==> config.mk <==
export PLATFORM = sky130hd
export DESIGN_NAME = ram_rd_burst_reader
export DESIGN_NICKNAME = d
export VERILOG_FILES = /design/src/rtl/ram_rd_burst_reader.sv
export SDC_FILE = /design/constraint.sdc
export NUM_CORES = 1
export LEC_CHECK = 0
export ABC_AREA = 1
export CORE_MARGIN = 4
export CORE_UTILIZATION = 40
export CTS_CLUSTER_DIAMETER = 40
export DETAILED_ROUTE_END_ITERATION = 8
export HOLD_SLACK_MARGIN = 0.12
export PLACE_DENSITY = 0.57
export SETUP_SLACK_MARGIN = 0.3
export SYNTH_ARGS = -nofsm -noshare
export SYNTH_HDL_FRONTEND = slang
export SYNTH_SLANG_ARGS = --single-unit
==> constraint.sdc <==
create_clock -name clk -period 3.6 [get_ports clk]
set_clock_uncertainty 0.2 [all_clocks]
set_input_delay 0.72 -clock clk [delete_from_list [all_inputs] [get_ports clk]]
set_output_delay 0.72 -clock clk [all_outputs]
set_load 0.03 [all_outputs]
==> src/rtl/ram_rd_burst_reader.sv <==
// ram_rd_burst_reader
// Descriptor-driven read engine for one read channel of the simple dual-port
// frame RAM. A (start address, word count) descriptor turns into one RAM read
// per cycle. The returning words pass through a latency pipeline into a
// 4-entry FIFO and leave as a valid/ready stream with a last flag.
//
// Build option RD_OUTREG_EN: define it when the RAM runs with its output
// register (HIGH_PERFORMANCE). Read latency is then 2 and ram_regce follows
// ram_en one cycle later. When it is undefined, latency is 1 (LOW_LATENCY RAM)
// and ram_regce is tied low.
//
// Reads are credit limited. A credit is taken when a read is issued and is
// handed back when the word leaves on the stream. At most 4 words can
// therefore be in the pipeline or the FIFO at once, so the FIFO cannot
// overflow.
//
// state   | meaning
// S_IDLE  | no burst active; desc_ready high one cycle after reset or after a zero-length descriptor
// S_READ  | issuing sequential reads while credits remain
// S_DRAIN | every read issued; waiting for the last word to leave the stream

module ram_rd_burst_reader #(
    parameter int RAM_WIDTH = 32,
    parameter int RAM_DEPTH = 16,
    parameter int LEN_WIDTH = 12,
    localparam int AW = (RAM_DEPTH > 1) ? $clog2(RAM_DEPTH) : 1
) (
    input  logic                 clk,
    input  logic                 rst_n,
    input  logic                 desc_valid,
    output logic                 desc_ready,
    input  logic [AW-1:0]        desc_addr,
    input  logic [LEN_WIDTH-1:0] desc_len,
    output logic                 ram_en,
    output logic [AW-1:0]        ram_addr,
    output logic                 ram_regce,
    input  logic [RAM_WIDTH-1:0] ram_dout,
    output logic                 m_valid,
    input  logic                 m_ready,
    output logic [RAM_WIDTH-1:0] m_data,
    output logic                 m_last,
    output logic                 busy,
    output logic                 done
);

`ifdef RD_OUTREG_EN
    localparam int LAT = 2;
`else
    localparam int LAT = 1;
`endif
    localparam int              FIFO_DEPTH = 4;
    localparam logic [2:0]      CREDIT_MAX = 3'd4;
    localparam logic [AW-1:0]   ADDR_LAST  = AW'(RAM_DEPTH - 1);

    localparam logic [1:0] S_IDLE  = 2'd0;
    localparam logic [1:0] S_READ  = 2'd1;
    localparam logic [1:0] S_DRAIN = 2'd2;

    logic [1:0]           state;
    logic [LEN_WIDTH-1:0] rem;
    logic [2:0]           credits;
    logic                 ram_last;

    logic [LAT-1:0]       pipe_v;
    logic [LAT-1:0]       pipe_l;

    logic [RAM_WIDTH-1:0] fifo_data [FIFO_DEPTH];
    logic [FIFO_DEPTH-1:0] fifo_last;
    logic [1:0]           wr_ptr;
    logic [1:0]           rd_ptr;
    logic [2:0]           fifo_cnt;

    logic                 desc_hs;
    logic                 m_hs;
    logic                 final_hs;
    logic                 fifo_wr;
    logic                 issue;
    logic                 issue_last;
    logic [AW-1:0]        addr_inc;

    assign desc_hs  = desc_valid & desc_ready;
    assign m_hs     = m_valid & m_ready;
    assign final_hs = m_hs & m_last;
    assign fifo_wr  = pipe_v[LAT-1];

    // RAM_DEPTH need not be a power of two, so the wrap uses an explicit compare.
    assign addr_inc = (ram_addr == ADDR_LAST) ? '0 : ram_addr + AW'(1);

    // Decide whether a read is issued next cycle and whether it is the burst's final read.
    // A credit returned in the same cycle may be reused at once, which keeps a
    // 2-cycle-latency RAM streaming without bubbles.
    always_comb begin
        issue      = 1'b0;
        issue_last = 1'b0;
        case (state)
            S_IDLE: begin
                issue      = desc_hs && (desc_len != '0);
                issue_last = (desc_len == LEN_WIDTH'(1));
            end
            S_READ: begin
                issue      = (credits != 3'd0) || m_hs;
                issue_last = (rem == LEN_WIDTH'(1));
            end
            default: begin
                issue      = 1'b0;
                issue_last = 1'b0;
            end
        endcase
    end

    // Burst FSM, with the read-port drive and the descriptor handshake.
    always_ff @(posedge clk or negedge rst_n) begin
        if (!rst_n) begin
            state      <= S_IDLE;
            desc_ready <= 1'b0;
            done       <= 1'b0;
            ram_en     <= 1'b0;
            ram_last   <= 1'b0;
            ram_addr   <= '0;
            rem        <= '0;
        end else begin
            done     <= 1'b0;
            ram_en   <= issue;
            ram_last <= issue & issue_last;
            case (state)
                S_IDLE: begin
                    // desc_ready is registered. It drops for one cycle after any
                    // accepted descriptor, so a zero-length one is also seen as consumed.
                    desc_ready <= !desc_hs;
                    if (desc_hs) begin
                        if (desc_len == '0) begin
                            done <= 1'b1;
                        end else begin
                            ram_addr <= desc_addr;
                            rem      <= desc_len - LEN_WIDTH'(1);
                            state    <= (desc_len == LEN_WIDTH'(1)) ? S_DRAIN : S_READ;
                        end
                    end
                end
                S_READ: begin
                    if (issue) begin
                        ram_addr <= addr_inc;
                        rem      <= rem - LEN_WIDTH'(1);
                        if (issue_last) begin
                            state <= S_DRAIN;
                        end
                    end
                end
                S_DRAIN: begin
                    // Words leave in order, so once the last word has been taken
                    // the pipeline and the FIFO are already empty.
                    if (final_hs) begin
                        state      <= S_IDLE;
                        desc_ready <= 1'b1;
                        done       <= 1'b1;
                    end
                end
                default: begin
                    state <= S_IDLE;
                end
            endcase
        end
    end

    // Credit counter: minus one per issued read, plus one per stream handshake.
    always_ff @(posedge clk or negedge rst_n) begin
        if (!rst_n) begin
            credits <= CREDIT_MAX;
        end else begin
            credits <= credits - {2'b00, issue} + {2'b00, m_hs};
        end
    end

    // Latency pipeline: marks the cycle when ram_dout holds a requested word.
    always_ff @(posedge clk or negedge rst_n) begin
        if (!rst_n) begin
            pipe_v <= '0;
            pipe_l <= '0;
        end else begin
`ifdef RD_OUTREG_EN
            pipe_v <= {pipe_v[0], ram_en};
            pipe_l <= {pipe_l[0], ram_last};
`else
            pipe_v <= ram_en;
            pipe_l <= ram_last;
`endif
        end
    end

`ifdef RD_OUTREG_EN
    assign ram_regce = pipe_v[0];
`else
    assign ram_regce = 1'b0;
`endif

    // Skid FIFO: takes each word as it leaves the pipeline and holds the head
    // steady while the consumer stalls.
    always_ff @(posedge clk or negedge rst_n) begin
        if (!rst_n) begin
            wr_ptr    <= '0;
            rd_ptr    <= '0;
            fifo_cnt  <= '0;
            fifo_last <= '0;
            for (int i = 0; i < FIFO_DEPTH; i++) begin
                fifo_data[i] <= '0;
            end
        end else begin
            if (fifo_wr) begin
                fifo_data[wr_ptr] <= ram_dout;
                fifo_last[wr_ptr] <= pipe_l[LAT-1];
                wr_ptr            <= wr_ptr + 2'd1;
            end
            if (m_hs) begin
                rd_ptr <= rd_ptr + 2'd1;
            end
            fifo_cnt <= fifo_cnt + {2'b00, fifo_wr} - {2'b00, m_hs};
        end
    end

    assign m_valid = (fifo_cnt != 3'd0);
    assign m_data  = fifo_data[rd_ptr];
    // Gated by m_valid so that a stale flag from the previous burst never shows.
    assign m_last  = m_valid & fifo_last[rd_ptr];
    assign busy    = (state != S_IDLE);

endmodule

==> flow_summary.yaml <==
outcome:
  status: "finished, final reports clean"
synthesis:
  syn-cell-area_sq_um: 7920
  netlist-cell-type-count: 36
  synth_fp_nets: 1019
  post_synthesis_cells: 951
  yosysSeqAreaShare_pct: 52.5
  synth_common_cells: "sky130_fd_sc_hd__o21ai_0 (216), sky130_fd_sc_hd__nand2_1 (204), sky130_fd_sc_hd__dfrtp_1 (165)"
  asyncSetResetFlopFracSynth_pct: 100
  synth.top_cells.by_area: "sky130_fd_sc_hd__dfrtp_1 (52%), sky130_fd_sc_hd__o21ai_0 (14%), sky130_fd_sc_hd__nand2_1 (9.7%), sky130_fd_sc_hd__nor2_1 (4.5%), sky130_fd_sc_hd__inv_1 (3.6%)"
  postSynth.topFlopCell: "sky130_fd_sc_hd__dfrtp_1"
  yosys.area.top_type: "sky130_fd_sc_hd__dfrtp_1"
  yosysWarnings: 0
  synth_area_per_cell_sq_um: 8.33
  yosys_register_bits: 166
  synth_top_area_share_pct: 52.1
  synth_edf_count: 0
  yosys.cell_count.top_type: "sky130_fd_sc_hd__o21ai_0"
layout:
  seqCellArea_sq_um: 4160
  final.fill_count: 1910
  finish.net_count: 1091
  syn2layout_area_growth_pct: 21.3
  footprint_of_the_multi_input_gates_sq_um: 3190
  fin_cells: 1300
  drive_above_1_share_pct: 10.9
  total_inserted_antenna_cells: 0
  utilization_pct: 49.3
timing:
  post-route-period-util_pct: 90.9
  finalSetupTns_ns: 0
  finalHoldViolCount: 0
  worstMarginPinSlew_ns: 0.825
  grt_setup_unrepaired: "true"
  setup-violations-final: 0
  holdWs_ns: 0.148
  slew-limit-headroom_pct: 44.8
  maxClockFrequency_mhz: 306
  period_minus_slack_ns: 3.27
  timing_max_transition_violations_final: 0
pwr:
  leakage_nw: 4.55
  vdd_drop_max_uv: 399
  power.total_mw: 9.96
  power_density_nw_per_um2: 1040
worst_setup_path:
  setup.worst_path.start_class: "flip-flop"
  worst-r2r-cell-count: 10
  timing.critical_path.fanout_max: 34
  worst_ep_arrival_time_ns: 2.35
  path_delay_family: "buffers and inverters"
  cp_num_cells: 5
  cp.required_ns: 2.68
  cp_slowest_cell: "sky130_fd_sc_hd__dfrtp_2"
  stage_delay_of_the_slowest_cell_on_the_critical_path_ns: 0.58
  timing.critical_path.to_type: "primary output"
  timing.critical_path.cells: "inv_2 -> buf_4 -> o21ai_0 -> o22ai_1 -> buf_12"
  worstSetupPathType: "flip-flop to primary output"
  cp.buffers_inverters: 3
floorplanning:
  design.die.area_sq_um: 22100
  placement_rows: 51
  fp.dieW_um: 149
  ios: 95
  design.core.area_sq_um: 19500
  initial_utilization_pct: 40.7
  die_height_um: 149
drt:
  wl_met1_um: 9230
  drc: 0
  wl_met2_um: 8390
  drt-pass1-iter-count: 4
  vias: 6295
  drt_wl_total_um: 18600
  avgRoutedWirePerCell_um: 14.3
  topRoutingLayerUsed: "met4"
  final_antenna_net_count: 0
  drt_iter0_drc: 453
  route.met3.wl_um: 717
  number_of_vias_per_cell: 4.84
grt:
  largest_net_degree_at_the_start_of_global_routing: 66
  global_route.usage.total_pct: 17.6
  number_of_global_route_vias_before_repair: 6146
  grt_pass1_wl_um: 31100
  grt_antenna_before_repair: 0
  globalRouteOverflowTotal: 0
clocking:
  cts_max_path_buffers: 2
  clock-sinks: 166
  worst_skew_pair.late_latency_ns: 0.43
  tritoncts.num_buffers: 17
  clock_tree_from_tritoncts: "yes"
  clkTransAtPathRegs_ns: 0.06
  cts.root.buffer_cell: "sky130_fd_sc_hd__clkbuf_16"
  htree_num_levels: 4
run:
  max-cap-violations: 0
place:
  placed_cells: 1268
  dp.final_hpwl_um: 12200
  portBuffers: 93
  globalplace.congestion: 0.745
worst_hold_path:
  timing.hold.worst.class: "flip-flop to flip-flop"
  min_delay_path_depth: 0
## worst reg2reg max path: cells and delay by family (launching register included)
family          cells  cell delay, ns
fa+ha+maj           3            0.83
compound gates      1            0.14
simple gates        2            0.35
xor+xnor            2            0.34
flops               1            0.40
buf+inv             2            0.28
## through the flow
step           worst slack [ns]  instance area, sq um
3_5_place_dp              0.179                  8990
2_1_floorplan             0.656                  7920
4_1_cts                   0.308                  9600
6_report                  0.327                  9600
5_1_grt                   0.217                  9600
3_3_place_gp              0.279                  8990
## layout by cell type, fill, tap and decap left out, types with 2 or more instances in the layout
cell,n
sky130_fd_sc_hd__clkbuf_16,17
sky130_fd_sc_hd__xor2_1,9
sky130_fd_sc_hd__buf_6,2
sky130_fd_sc_hd__o22ai_1,32
sky130_fd_sc_hd__o21ai_0,216
sky130_fd_sc_hd__clkdlybuf4s50_1,59
sky130_fd_sc_hd__nor2_1,94
sky130_fd_sc_hd__nand3_1,30
sky130_fd_sc_hd__nand2_1,200
sky130_fd_sc_hd__o21ai_1,10
sky130_fd_sc_hd__a21oi_1,2
sky130_fd_sc_hd__buf_12,3
sky130_fd_sc_hd__inv_1,75
sky130_fd_sc_hd__ha_1,14
sky130_fd_sc_hd__xnor2_1,4
sky130_fd_sc_hd__dfrtp_1,164
sky130_fd_sc_hd__bufinv_16,3
sky130_fd_sc_hd__o211ai_1,2
sky130_fd_sc_hd__clkinv_2,6
sky130_fd_sc_hd__inv_2,4
sky130_fd_sc_hd__nor2_4,2
sky130_fd_sc_hd__nor2_2,2
sky130_fd_sc_hd__clkbuf_8,3
sky130_fd_sc_hd__fa_1,2
sky130_fd_sc_hd__buf_4,43
sky130_fd_sc_hd__o21ai_2,4
sky130_fd_sc_hd__nand2_2,16
## cell type report
class,count,area share (%)
flip-flops and latches,166,43.3
clock buffers,21,4.90
inverters,80,3.15
clock inverters,10,1.33
well taps,265,3.45
repair buffers,109,10.6
multi-input cells,649,33.3
## metal layers
metal	vias to the layer above	GRT usage [%]
met1	2925	23.8
met3	18	3.35
li1	3251	-
met4	0	5.91
met2	101	28.6
met5	-	0
## kinds of logic after synthesis
group | share of synthesized area, %
compound gates | 18.1
xor+xnor | 1.44
fa+ha+maj | 2.72
buf+inv | 7.32
flops | 52.5
other cells | 0.0474
simple gates | 17.9
## final timing paths
check                          start              to  slack (ns)
max in group asynchronous      rst_n  fifo_data[108]        1.82
min in group asynchronous      rst_n    fifo_data[8]        0.60
hold reg to reg             ram_last          pipe_l        0.15
setup reg to reg            state[0]      credits[2]        1.00
hold / removal              ram_last          pipe_l        0.15
setup / recovery           rd_ptr[0]      m_data[28]        0.33
## where the power goes
| part | internal (mW) | total, mW | switching [mW] |
|---|---|---|---|
| Clock | 1.13 | 1.85 | 0.715 |
| Combinational | 1.74 | 4.79 | 3.05 |
| Sequential | 2.77 | 3.32 | 0.544 |
| Total | 5.65 | 9.96 | 4.31 |
## sequential cells by signal, summed over array words and instances, names as in the netlist, 2 cells and up
| register | count |
|---|---|
| credits | 3 |
| fifo_last | 4 |
| fifo_data | 128 |
| fifo_cnt | 3 |
| state | 2 |
| ram_addr | 4 |
| rd_ptr | 2 |
| rem | 12 |
| wr_ptr | 2 |
## what timing repair did
action	in CTS	in global routing
hold buffers	1	0
hold endpoints to repair	41	0
resized for setup	0	2
endpoints found under the setup margin	0	10
setup buffers	0	0
Note: power is estimated with default switching activity, not from simulation.
